`src/rtl/hamming_encoder.sv`:
```
// Hamming(38,32) encoder with a test-only single-bit error injector and a
// 2-entry output FIFO; counts accepted words.
module hamming_encoder #(
    parameter int CNT_W = 16
) (
    input  logic             clk,
    input  logic             rst_n,
    input  logic             in_valid,
    output logic             in_ready,
    input  logic [31:0]      in_data,
    input  logic [5:0]       err_inj,
    output logic             out_valid,
    input  logic             out_ready,
    output logic [37:0]      out_code,
    output logic [CNT_W-1:0] enc_count
);

    logic [37:0] w_data_placed;
    logic [37:0] w_enc;
    logic [37:0] w_flip;
    logic [37:0] w_code;
    logic [5:0]  w_par;
    logic        w_push;
    logic        w_pop;

    logic [37:0]      r_mem [2];
    logic             r_wptr;
    logic             r_rptr;
    logic [1:0]       r_count;
    logic [CNT_W-1:0] r_enc_count;

    always_comb begin
        w_data_placed        = '0;
        w_data_placed[2]     = in_data[0];
        w_data_placed[6:4]   = in_data[3:1];
        w_data_placed[14:8]  = in_data[10:4];
        w_data_placed[30:16] = in_data[25:11];
        w_data_placed[37:32] = in_data[31:26];
    end

    // Parity slots are zero in w_data_placed, so including them in the XOR is harmless.
    always_comb begin
        w_par = '0;
        for (int k = 0; k < 6; k++) begin
            for (int j = 0; j < 38; j++) begin
                if ((((j + 1) >> k) & 1) != 0) begin
                    w_par[k] = w_par[k] ^ w_data_placed[j];
                end
            end
        end
    end

    always_comb begin
        w_enc     = w_data_placed;
        w_enc[0]  = w_par[0];
        w_enc[1]  = w_par[1];
        w_enc[3]  = w_par[2];
        w_enc[7]  = w_par[3];
        w_enc[15] = w_par[4];
        w_enc[31] = w_par[5];
    end

    assign w_flip = ((err_inj != 6'd0) && (err_inj <= 6'd38)) ? (38'd1 << (err_inj - 6'd1)) : '0;
    assign w_code = w_enc ^ w_flip;

    assign in_ready  = (r_count != 2'd2);
    assign out_valid = (r_count != 2'd0);
    assign out_code  = out_valid ? r_mem[r_rptr] : '0;
    assign enc_count = r_enc_count;
    assign w_push    = in_valid & in_ready;
    assign w_pop     = out_valid & out_ready;

    always_ff @(posedge clk or negedge rst_n) begin
        if (!rst_n) begin
            r_mem[0]    <= '0;
            r_mem[1]    <= '0;
            r_wptr      <= 1'b0;
            r_rptr      <= 1'b0;
            r_count     <= 2'd0;
            r_enc_count <= '0;
        end else begin
            if (w_push) begin
                r_mem[r_wptr] <= w_code;
                r_wptr        <= ~r_wptr;
                r_enc_count   <= r_enc_count + 1'b1;
            end
            if (w_pop) begin
                r_rptr <= ~r_rptr;
            end
            case ({w_push, w_pop})
                2'b10:   r_count <= r_count + 2'd1;
                2'b01:   r_count <= r_count - 2'd1;
                default: r_count <= r_count;
            endcase
        end
    end

endmodule

```
`config.mk`:
```
export PLATFORM = sky130hd
export DESIGN_NAME = hamming_encoder
export DESIGN_NICKNAME = d
export VERILOG_FILES = /design/src/rtl/hamming_encoder.sv
export SDC_FILE = /design/constraint.sdc
export NUM_CORES = 1
export LEC_CHECK = 0
export ABC_AREA = 1
export BUFFER_PORTS_ARGS = -buffer_cell sky130_fd_sc_hd__buf_4
export CAP_MARGIN = 20
export CORE_ASPECT_RATIO = 1.75
export CORE_MARGIN = 5
export CORE_UTILIZATION = 40
export CTS_CLUSTER_DIAMETER = 100
export DETAILED_ROUTE_END_ITERATION = 6
export GPL_ROUTABILITY_DRIVEN = 0
export GPL_TIMING_DRIVEN = 0
export PLACE_DENSITY = 0.71
export SLEW_MARGIN = 30
export SYNTH_ARGS = -nofsm -noshare
export SYNTH_HDL_FRONTEND = slang
export SYNTH_SLANG_ARGS = --single-unit
```
`constraint.sdc`:
```
create_clock -name clk -period 2.95 [get_ports clk]
set_input_delay 0.59 -clock clk [delete_from_list [all_inputs] [get_ports clk]]
set_output_delay 0.59 -clock clk [all_outputs]
set_load 0.02 [all_outputs]
```
# [Yosys cells after proc, flatten, opt, wreduce, memory -nomap -nowiden]
# Cells that the tools add are included.
[totals] ff_bits=96 out_inout_bits=56 input_bits=42
[classes] muxes=9 eq_ne=3 n_reduce_logical=5 magnitude_cmp=4 shift=1 n_addsub=4 bitwise_logic=91
[op_table] operator="two-way mux 38 bit" n=6
[op_table] operator="XOR 1 bit" n=84
[op_table] operator="bitwise mux 76 bit" n=1
[op_table] operator="demux 38 bit (select 1 bit)" n=1
[op_table] operator="<< shifter 1 x 6 -> 38 bit (first input constant)" n=1
[op_table] operator="XOR 38 bit" n=1
[op_table] operator="adder 16 x 1 -> 16 bit (second input constant)" n=1
[op_table] operator="<= comparator 6 bit (second input constant)" n=1
[op_table] operator="nonzero test 6 bit" n=1
[op_table] operator="subtractor 6 x 1 -> 6 bit (second input constant)" n=1
[op_table] operator="greater-or-equal comparator 2 bit (second input constant)" n=2
[op_table] operator="NOT 1 -> 2 bit" n=2
[op_table] operator="one-hot mux 2 bit (2 select lines)" n=1
[op_table] operator="nonzero test 2 bit" n=2
[op_table] operator="adder 2 x 1 -> 2 bit (second input constant)" n=1
[op_table] operator="bitwise AND 1 bit" n=2
[op_table] operator="equality test 2 x 1 -> 1 bit (second input constant)" n=1
[op_table] operator="equality test 2 bit (second input constant)" n=1
[op_table] operator="logical AND 1 bit" n=2
[op_table] operator="less-than comparator 2 x 1 -> 1 bit (second input constant)" n=1
[op_table] operator="!= test 2 bit (second input constant)" n=1
[op_table] operator="NOT 1 bit" n=2
[op_table] operator="subtractor 2 x 1 -> 2 bit (second input constant)" n=1

# [Depth between registers and ports, before layout]
[depth] depth_word=19 ltp_mapped=16 depth_no_buf=15

# [Worst setup path after synthesis]
# Ideal clock, no wire load.
[synth_path] path_type="reg2out" from="register r_count[0]" to="output out_code[24]" path_slack_ns=0.865 arrival_ns=1.495 required_ns=2.360 path_stages_with_launch=6 cell_sequence="dfrtp_1 > nor2_1 > inv_1 > clkbuf_1 > o21ai_0 > a21oi_1"
[synth_via] elab_chain_cells=2
[synth_lines] element="start, declared" line_no="29" source="logic [1:0] r_count;"
[synth_lines] element="start signal, assigned" line_no="91" source="2'b10: r_count <= r_count + 2'd1;"
[synth_lines] element="start signal, assigned" line_no="92" source="2'b01: r_count <= r_count - 2'd1;"
[synth_lines] element="start signal, assigned" line_no="93" source="default: r_count <= r_count;"
[synth_lines] element="nonzero test 2 bit" line_no="67" source="assign out_valid = (r_count != 2'd0);"
[synth_lines] element="via out_valid" line_no="12" source="output logic out_valid,"
[synth_lines] element="two-way mux 38 bit" line_no="68" source="assign out_code = out_valid ? r_mem[r_rptr] : '0;"
[synth_lines] element="end, declared" line_no="14" source="output logic [37:0] out_code,"
# The timed path passes the listed nets, and every way through them passes these cells.

# [Final worst setup path]
[layout_path] from="register r_count[1]" to="output out_code[24]"
[layout_via] elab_chain_cells=2
[layout_lines] element="nonzero test 2 bit" line_no="67"
[layout_lines] element="two-way mux 38 bit" line_no="68"
# No other way between the ends.

==> metrics.yaml <==
min_period_ps: 2760
synth_largest_area_cell: "dfrtp_1"
synth-main-ff-cell: "dfrtp_1"
slew_headroom: 0.489
core_area_um2: 15200
fmax_mhz: 363
grt_util_all_layers: 0.199
critPathKind: "flop to primary output"
dieHeight_um: 174
drt_iter0_markers: 330
num_antenna_cells: 0
syn_inst: 874
grt_pass1_vias: 5664
synth_edf_count: 0
ys_seq_area_frac: 0.390
synth_seq_cells: 96
first_pass_iters: 5
ctsHtreeMaxLevel: 3
syn_nets: 918
use_met2: 0.370
hold_class: "input pin to async pin"
fin_util: 0.483
setup_viol_count_final: 0
critPathLaunchType: "flop"
setup_tns_ps: 0
synth.avg_cell_area_um2: 7.06
vias_per_cell: 5.08
switching_share: 0.455
cts_tree: "built"
arrival_ps: 2170
yosys_warnings: 0
die_width_um: 104
p_per_area_nw_per_um2: 946
route.detailed.drc: 0
hold_viol_final: 0
finish.instance_area_um2: 7370
grt_max_degree: 97
cts_sinks: 96
antenna_found_initial: 0
worst_pin_slew_ps: 767
crit_path_max_fanout: 10
postPlaceCellArea_um2: 7060
clk_latency_ps: 350
io_pins: 98
synth_area_leaders: "dfrtp_1, nand2_1, xor2_1"
netSwitchingPower_mw: 3.17
seqPwrFrac: 0.312
worst_slack_ps: 192
grt_busiest_layer: "met2"
p_clk_frac: 0.169
yosysTopAreaCellShare: 0.390
post-dp-hpwl_mm: 14.5
routed-via-count: 5915
p_int_mw: 3.80
rows: 60
synth_most_common_cell: "nand2_1"
layout-drive-gt1-share: 0.144
post-route-period-util: 0.935
rsz0062_at_grt: "no"
numCtsBuffers: 9
grt_pass1_wl_mm: 29.0
finClkSkew_ps: 10.1
async_reset_ff_frac: 1.00
die-area_um2: 18100
path_clk_slew_ps: 80
worst_ep_required_time_ps: 2360
syn_to_final_growth_pct: 19.5
port_buffers: 88
use_met1: 0.223
detail-route-antenna-nets: 0
dp_slack_ps: 308
routed_wl_mm: 18.4
cap_viol_max_count: 0
met3_usage: 0.0290
root_buffer: "clkbuf_16"
power_mw: 6.97
cts_setup_buffers: 0
critPathCaptureType: "primary output"
syn_area_um2: 6170
grt-ovfl-total: 0
final_nets: 1017
ys_types: 31
ir_drop_mv: 0.482
clockBufferDepth: 2
initial_utilization: 0.405
avgRoutedWirePerCell_um: 15.8
final_max_slew_viol_count: 0
power_frac_comb: 0.519
p_leak_nw: 3.81
synth_common_cells: "nand2_1, dfrtp_1, inv_1"
status: "complete, no violations"
-- sequential cells by signal, indices dropped and copies added, names as in the netlist --
register   cells
enc_count     16
r_mem         76
r_count        2
r_wptr         1
r_rptr         1
-- metrics by stage --
step	hold slack, ps	instances
detailed placement	461	1148
global placement	457	1148
finish	300	1164
floorplan	294	874
CTS	360	1164
global route	375	1164
-- logic make-up (layout without fill, tap and decap cells) --
group / Yosys count / after routing / synth area share
AOI/OAI and AO/OA: 105 / 105 / 0.0856
xor gates and xnor gates: 83 / 83 / 0.118
adders and majority gates: 2 / 2 / 0.00406
buffers and inverters: 127 / 231 / 0.0803
DFF: 96 / 96 / 0.390
muxes: 1 / 1 / 0.00183
and+or+nand+nor: 460 / 460 / 0.321
-- power groups by stage --
stage	registers, mW	logic, mW	clock network (mW)
after floorplan	2.18	2.21	0
after global placement	2.17	3.57	0
after detailed placement	2.20	3.63	0
after CTS	2.17	3.65	1.19
after global routing	2.24	3.98	1.24
final	2.17	3.62	1.18
-- placed cells by master (no fill, tap or decap), drive strengths merged --
cell type	instances
a21o	1
a21oi	39
buf	103
clkbuf	34
clkinv	4
dfrtp	96
ha	2
inv	90
mux2	1
nand2	312
nand3	78
nand3b	7
nand4	15
nor2	32
nor3	8
nor4	3
o21ai	65
or2	5
xnor2	32
xor2	51
-- metal layers --
layer	routed length [um]	vias to the layer above
met5	0	-
met4	707	0
met3	699	37
met2	9800	157
met1	7210	2759
li1	-	2962
-- worst max-delay path, cell delays in order, from the launching register on --
cell,delay [ps]
dfrtp_1,430
nor2_2,480
inv_1,170
clkbuf_1,300
o21ai_0,150
a21oi_1,90
buf_4,200
-- final cells by class --
type / instances / area, um2
Multi-Input combinational cell: 651 / 3270
Fill cell: 1532 / 7870
Tap cell: 186 / 233
Inverter: 87 / 327
Buffer: 40 / 169
Clock buffer: 9 / 225
Timing Repair Buffer: 88 / 667
Clock inverter: 7 / 72.6
Sequential cell: 96 / 2400
-- worst paths after layout --
check	from	to	slack (ps)	cells past startpoint
max in group asynchronous	rst_n	enc_count[11]$_DFFE_PN0P_	2100	1
worst min register to register	enc_count[15]$_DFFE_PN0P_	enc_count[15]$_DFFE_PN0P_	470	1
min in group clk	enc_count[15]$_DFFE_PN0P_	enc_count[15]$_DFFE_PN0P_	470	1
worst max register to register	r_count[0]$_DFFE_PN0P_	r_mem[67]$_DFFE_PN0P_	870	9
worst min-delay path	rst_n	r_mem[23]$_DFFE_PN0P_	300	1
worst max-delay path	r_count[1]$_DFFE_PN0P_	out_code[24]	190	6
-- repair_timing --
action | CTS | global route
hold buffers | 0 | 0
gates resized for setup | 1 | 0
endpoints found under the setup margin | 11 | 0
(Power assumes the default switching activity.)
